## src/rtl/seven_seg_value_display.sv

```systemverilog
// Samples a 16-bit value each refresh tick, sequences the BCD converter handshake, and drives
// four registered active-low 7-segment digits. Optional: SEVEN_SEG_LEADING_ZERO_BLANK_EN.
module seven_seg_value_display #(
    parameter int unsigned REFRESH_CYCLES = 500000
) (
    input  logic        clk,
    input  logic        reset,
    input  logic [15:0] value,
    output logic        conv_start,
    output logic [15:0] conv_binary,
    input  logic [15:0] conv_digits,
    input  logic        conv_done,
    output logic [6:0]  hex3,
    output logic [6:0]  hex2,
    output logic [6:0]  hex1,
    output logic [6:0]  hex0,
    output logic        busy,
    output logic        overrange
);

    localparam int unsigned    CNT_W     = $clog2(REFRESH_CYCLES);
    localparam logic [CNT_W-1:0] CNT_MAX = CNT_W'(REFRESH_CYCLES - 1);
    localparam logic [15:0]    MAX_BCD   = 16'd9999;
    localparam logic [6:0]     SEG_BLANK = 7'b1111111;
    localparam logic [6:0]     SEG_DASH  = 7'b0111111;

    typedef enum logic [1:0] {S_IDLE, S_START, S_WAIT, S_LATCH} state_t;

    state_t             state_q, state_d;
    logic [CNT_W-1:0]   cnt_q, cnt_d;
    logic               pending_q, pending_d;
    logic               wait_first_q, wait_first_d;
    logic               conv_start_q, conv_start_d;
    logic [15:0]        conv_binary_q, conv_binary_d;
    logic               busy_q, busy_d;
    logic               overrange_q, overrange_d;
    logic [6:0]         hex3_q, hex2_q, hex1_q, hex0_q;
    logic [6:0]         hex3_d, hex2_d, hex1_d, hex0_d;
    logic [6:0]         seg3_c, seg2_c, seg1_c, seg0_c;
    logic               tick_c;

    function automatic logic [6:0] seg_decode(input logic [3:0] d);
        case (d)
            4'd0:    seg_decode = 7'b1000000;
            4'd1:    seg_decode = 7'b1111001;
            4'd2:    seg_decode = 7'b0100100;
            4'd3:    seg_decode = 7'b0110000;
            4'd4:    seg_decode = 7'b0011001;
            4'd5:    seg_decode = 7'b0010010;
            4'd6:    seg_decode = 7'b0000010;
            4'd7:    seg_decode = 7'b1111000;
            4'd8:    seg_decode = 7'b0000000;
            4'd9:    seg_decode = 7'b0010000;
            default: seg_decode = SEG_BLANK;
        endcase
    endfunction

    // Converter digits to segment codes, with optional leading-zero suppression (hex0 never blanked)
    always_comb begin
        seg3_c = seg_decode(conv_digits[15:12]);
        seg2_c = seg_decode(conv_digits[11:8]);
        seg1_c = seg_decode(conv_digits[7:4]);
        seg0_c = seg_decode(conv_digits[3:0]);
`ifdef SEVEN_SEG_LEADING_ZERO_BLANK_EN
        if (conv_digits[15:12] == 4'd0) begin
            seg3_c = SEG_BLANK;
            if (conv_digits[11:8] == 4'd0) begin
                seg2_c = SEG_BLANK;
                if (conv_digits[7:4] == 4'd0) begin
                    seg1_c = SEG_BLANK;
                end
            end
        end
`endif
    end

    always_comb begin
        state_d       = state_q;
        pending_d     = pending_q;
        wait_first_d  = 1'b0;
        conv_start_d  = 1'b0;
        conv_binary_d = conv_binary_q;
        busy_d        = busy_q;
        overrange_d   = overrange_q;
        hex3_d        = hex3_q;
        hex2_d        = hex2_q;
        hex1_d        = hex1_q;
        hex0_d        = hex0_q;

        tick_c = (cnt_q == '0);
        cnt_d  = tick_c ? CNT_MAX : cnt_q - CNT_W'(1);

        // A single tick is queued while an update is in flight
        if (tick_c && state_q != S_IDLE) begin
            pending_d = 1'b1;
        end

        case (state_q)
            S_IDLE: begin
                if (tick_c || pending_q) begin
                    conv_binary_d = value;
                    pending_d     = 1'b0;
                    busy_d        = 1'b1;
                    if (value > MAX_BCD) begin
                        state_d = S_LATCH;
                    end else begin
                        state_d      = S_START;
                        conv_start_d = 1'b1;
                    end
                end
            end
            S_START: begin
                state_d      = S_WAIT;
                wait_first_d = 1'b1;
            end
            S_WAIT: begin
                // done may still reflect the previous conversion during the first WAIT cycle
                if (!wait_first_q && conv_done) begin
                    state_d = S_LATCH;
                end
            end
            S_LATCH: begin
                state_d = S_IDLE;
                busy_d  = 1'b0;
                if (conv_binary_q > MAX_BCD) begin
                    overrange_d = 1'b1;
                    hex3_d      = SEG_DASH;
                    hex2_d      = SEG_DASH;
                    hex1_d      = SEG_DASH;
                    hex0_d      = SEG_DASH;
                end else begin
                    overrange_d = 1'b0;
                    hex3_d      = seg3_c;
                    hex2_d      = seg2_c;
                    hex1_d      = seg1_c;
                    hex0_d      = seg0_c;
                end
            end
            default: state_d = S_IDLE;
        endcase
    end

    always_ff @(posedge clk or negedge reset) begin
        if (!reset) begin
            state_q       <= S_IDLE;
            cnt_q         <= '0;
            pending_q     <= 1'b0;
            wait_first_q  <= 1'b0;
            conv_start_q  <= 1'b0;
            conv_binary_q <= '0;
            busy_q        <= 1'b0;
            overrange_q   <= 1'b0;
            hex3_q        <= SEG_BLANK;
            hex2_q        <= SEG_BLANK;
            hex1_q        <= SEG_BLANK;
            hex0_q        <= SEG_BLANK;
        end else begin
            state_q       <= state_d;
            cnt_q         <= cnt_d;
            pending_q     <= pending_d;
            wait_first_q  <= wait_first_d;
            conv_start_q  <= conv_start_d;
            conv_binary_q <= conv_binary_d;
            busy_q        <= busy_d;
            overrange_q   <= overrange_d;
            hex3_q        <= hex3_d;
            hex2_q        <= hex2_d;
            hex1_q        <= hex1_d;
            hex0_q        <= hex0_d;
        end
    end

    assign conv_start  = conv_start_q;
    assign conv_binary = conv_binary_q;
    assign busy        = busy_q;
    assign overrange   = overrange_q;
    assign hex3        = hex3_q;
    assign hex2        = hex2_q;
    assign hex1        = hex1_q;
    assign hex0        = hex0_q;

endmodule
```

## config.mk

```make
export PLATFORM = sky130hd
export DESIGN_NAME = seven_seg_value_display
export DESIGN_NICKNAME = d
export VERILOG_FILES = /design/src/rtl/seven_seg_value_display.sv
export SDC_FILE = /design/constraint.sdc
export NUM_CORES = 1
export LEC_CHECK = 0
export BUFFER_PORTS_ARGS = -buffer_cell sky130_fd_sc_hd__buf_2
export CAP_MARGIN = 10
export CORE_MARGIN = 3
export CORE_UTILIZATION = 40
export CTS_CLUSTER_DIAMETER = 100
export DETAILED_ROUTE_END_ITERATION = 10
export MAX_ROUTING_LAYER = met4
export PLACE_DENSITY_LB_ADDON = 0.05
export SLEW_MARGIN = 20
export SYNTH_ARGS = -nofsm -noshare
export SYNTH_HDL_FRONTEND = slang
export SYNTH_SLANG_ARGS = --single-unit
```

## constraint.sdc

```tcl
create_clock -name clk -period 2.1 [get_ports clk]
set_input_delay 0 -clock clk [delete_from_list [all_inputs] [get_ports clk]]
set_output_delay 0 -clock clk [all_outputs]
set_load 0.1 [all_outputs]
```

==> impl_results.md <==
* Gr ovfl total at 0
* Critical-path top delay cell: or4b_4
* Post-detail-place hpwl at 5.69 mm
* CP endpoint kind: flop
* CTS tree: yes
* Crit path max fanout at 2
* Commonest cells in the synthesized netlist: nor2_1, dfrtp_1, dfstp_2
* WP buf/inv at 1
* Final net count at 539
* Final worst path period need at approximately 2.2 ns
* Die width at 101 um
* Worst skew pair latency at 0.34 ns
* First DRT Iteration DRCs at 43
* Cell count after synthesis at around 350
* TritonCTS Buffers at 9
* Top-area cell type share of the netlist area at 0.291
* Vias post-DR at 2922
* CP most frequent cell: or4_4
* Placeable Area at 8760 um^2
* Dominant cells by area after synthesis: dfrtp_1, dfstp_2, ha_1, mux2_2, nor2_1
* P&R area growth vs syn at 34.5%
* Slew Viols, Final at 0
* CP required at 2.33 ns
* PnR worst setup slack at -0.122 ns
* Reg-to-reg startpoint: cnt_q[1]
* Hold_sp: conv_digits[3]
* Final Core Density at 0.555
* Mapped Nets at 409
* DRC Markers at 0
* Router iterations before antenna repair at 4
* Hold endpoint: hex0[1]
* Antenna cells at 0
* Slew HR at 0.587
* Final setup fails at 1
* Tot GR Track Use at 0.176
* FP Rows at 34
* Status: finished with violations
* Reg2Reg Setup Slack at -0.12 ns
* Die height at 101 um
* Max Buffers Root-to-Sink at 2
* Clk sinks at 70
* Min Hold Slack at between 0.02 and 0.03 ns
* # port buffers at 81
* # IOs at 82
* Initial antenna violation count at 0
* Post-synthesis sequential area ratio at 0.494
* Power per Cell Area at 1160 nW/um^2
* Critical Path AT at 2.45 ns
* Mean Syn Cell Area at 10.4 um^2
* Worst-path clk slew at 0.07 ns
* Cell count of the worst reg-to-reg path at 7
* Count of cell types in the netlist at 37
* Delay-heaviest family, CP: simple AND/OR/NAND/NOR gates
* Vias per std cell at 4.94
* Most numerous cell in the Yosys netlist: nor2_1
* Worst VDD drop at 1.12 mV
* Failing checks: negative setup slack
* First-pass GRT wire length at 13.8 mm
* Placer congestion estimate at between 0.8 and 0.9
* Worst hold path depth at 3
* RSZ-0062 raised after global routing: true
* Post-route ant nets at 0
* Cell Chain, Critical Path: inv_2, ha_4, or4b_4, or4_4, or4_4, xor2_2, nor2_2
* EDFF count, synth at 0
* Maximum Capacitance Violations at 0
* Crit path kind: reg -> reg
* Vias in the first global route at a little under 3000
* Die ar. at 10200 um^2
* Hold Crit Class: in -> reg
* Final setup skew at 0.0125 ns
* Dominant cell type by area after synthesis: dfrtp_1
* Final WL at 8.46 mm
* RR Endpoint: cnt_q[14]
* H-Tree Depth at 3
* Clock Root Buffer: clkbuf_8
* Largest net degree at the start of global routing at 46
* Leakage at 2.16 nW
* Yosys reg bits at 70
* Mapped cell area at around 3600 um^2
* Top_reg_cell synth: dfrtp_1
* Hold Fails Final Rpt at 0
* CP startpoint kind: flop
* CP max stage delay at 0.45 ns
* Wire per inst at 14.3 um
* Fmax at 0.450 GHz
* Tcrit/Tclk final at 1.06
* Layout cells sized above 1 at 0.404
* Initial Utilization at 0.413
* Slew @ Worst Pin at 0.619 ns
* Ys async rst share at 1.00
* Synth warn at 0
[per-stage QoR]
step	total power [mW]	setup slack [ns]	instances	TNS [ns]	cell area (um^2)
floorplan	4.07	-0.224	348	-0.224	3660
global placement	4.49	-0.126	548	-0.152	4350
detailed placement	4.50	-0.142	548	-0.475	4350
CTS	5.73	-0.118	588	-0.136	4820
global route	5.93	-0.203	591	-0.664	4860
finish	5.66	-0.122	591	-0.122	4860
[timing repair]
item | 4_1_cts | 5_1_grt
pin swaps | 3 | 2
endpoints found under the setup margin | 18 | 30
resized for setup | 7 | 5
hold buffers | 21 | 0
endpoints found under the hold margin | 36 | 0
cloned | 1 | 0
setup buffers | 2 | 3
[flip-flops by register name (all words and copies together), names as in the netlist]
| name | count |
|---|---|
| busy | 1 |
| cnt_q | 19 |
| conv_binary | 16 |
| conv_start | 1 |
| hex0 | 7 |
| hex1 | 7 |
| hex2 | 7 |
| hex3 | 7 |
| overrange | 1 |
| pending_q | 1 |
| state_q | 2 |
| wait_first_q | 1 |
[cell type report]
class | count | area, um^2
fill | 806 | 3900
multi-input combinational | 250 | 1800
sequential | 70 | 1800
timing repair buffer | 133 | 877
tap | 108 | 135
clock buffer | 11 | 131
clock inverter | 5 | 73.8
inverter | 14 | 52.6
[how the worst max path moves through the flow]
stage / from / slack [ns] / end / cells past startpoint
final: cnt_q[1] / -0.12 / cnt_q[14] / 7
after global routing: cnt_q[1] / -0.20 / cnt_q[14] / 7
after CTS: cnt_q[1] / -0.12 / cnt_q[14] / 7
after detailed placement: cnt_q[0] / -0.14 / cnt_q[14] / 7
after global placement: cnt_q[1] / -0.13 / cnt_q[14] / 7
after floorplan: cnt_q[0] / -0.22 / cnt_q[14] / 7
[where the power goes]
| part | internal, mW | switching (mW) |
|---|---|---|
| Sequential | 1.73 | 0.144 |
| Clock | 0.662 | 0.495 |
| Combinational | 0.505 | 2.13 |
[placed cells by master (no fill, tap or decap), types with 2 or more instances in the layout]
master | netlist | layout
dfrtp_1 | 42 | 35
buf_2 | 1 | 81
dlygate4sd3_1 | 0 | 21
nor2_2 | 1 | 2
o21ai_4 | 0 | 2
clkbuf_8 | 0 | 9
a22o_1 | 5 | 5
nor4_1 | 3 | 3
xor2_1 | 6 | 5
nand2b_1 | 7 | 7
nand2_1 | 27 | 26
nor3_1 | 9 | 8
dfstp_2 | 28 | 28
and4b_2 | 2 | 2
mux2_2 | 17 | 16
ha_1 | 26 | 25
inv_2 | 0 | 2
bufinv_16 | 0 | 2
clkinv_2 | 0 | 2
o21ai_0 | 20 | 19
xnor2_1 | 8 | 8
or4_4 | 3 | 3
nand3b_1 | 4 | 4
dfrtp_2 | 0 | 7
nor3b_1 | 4 | 4
buf_4 | 0 | 28
inv_1 | 14 | 12
clkbuf_1 | 14 | 2
nor2_1 | 43 | 42
o22a_1 | 16 | 16
nand3_1 | 5 | 5
a21oi_1 | 25 | 25
mux2i_1 | 2 | 2
buf_12 | 0 | 2
a31oi_1 | 5 | 5
[metal layers]
layer | routed length [um] | up-vias | global-route usage
li1 | - | 1473 | -
met1 | 3960 | 1384 | 0.222
met2 | 4040 | 59 | 0.281
met3 | 378 | 6 | 0.0408
met4 | 80 | 0 | 0.0532
met5 | 0 | - | -
[cell families (layout without fill, tap and decap cells)]
| logic type | after synthesis | in the layout | share of synthesized area |
|---|---|---|---|
| flip-flops | 70 | 70 | 0.494 |
| AO/OA/AOI/OAI | 78 | 79 | 0.140 |
| XOR/XNOR | 14 | 14 | 0.0339 |
| AND/OR/NAND/NOR | 112 | 112 | 0.153 |
| adder cells (fa/ha/maj) | 26 | 26 | 0.0900 |
| buffers and inverters | 29 | 163 | 0.0304 |
| multiplexers | 19 | 19 | 0.0585 |
[tightest hold or removal path: cells and delay by family]
kind / cells / cell delay, ns
AO/OA/AOI/OAI: 2 / 0.20
buffers and inverters: 1 / 0.16
No activity file was read; power rests on OpenSTA's default activity.
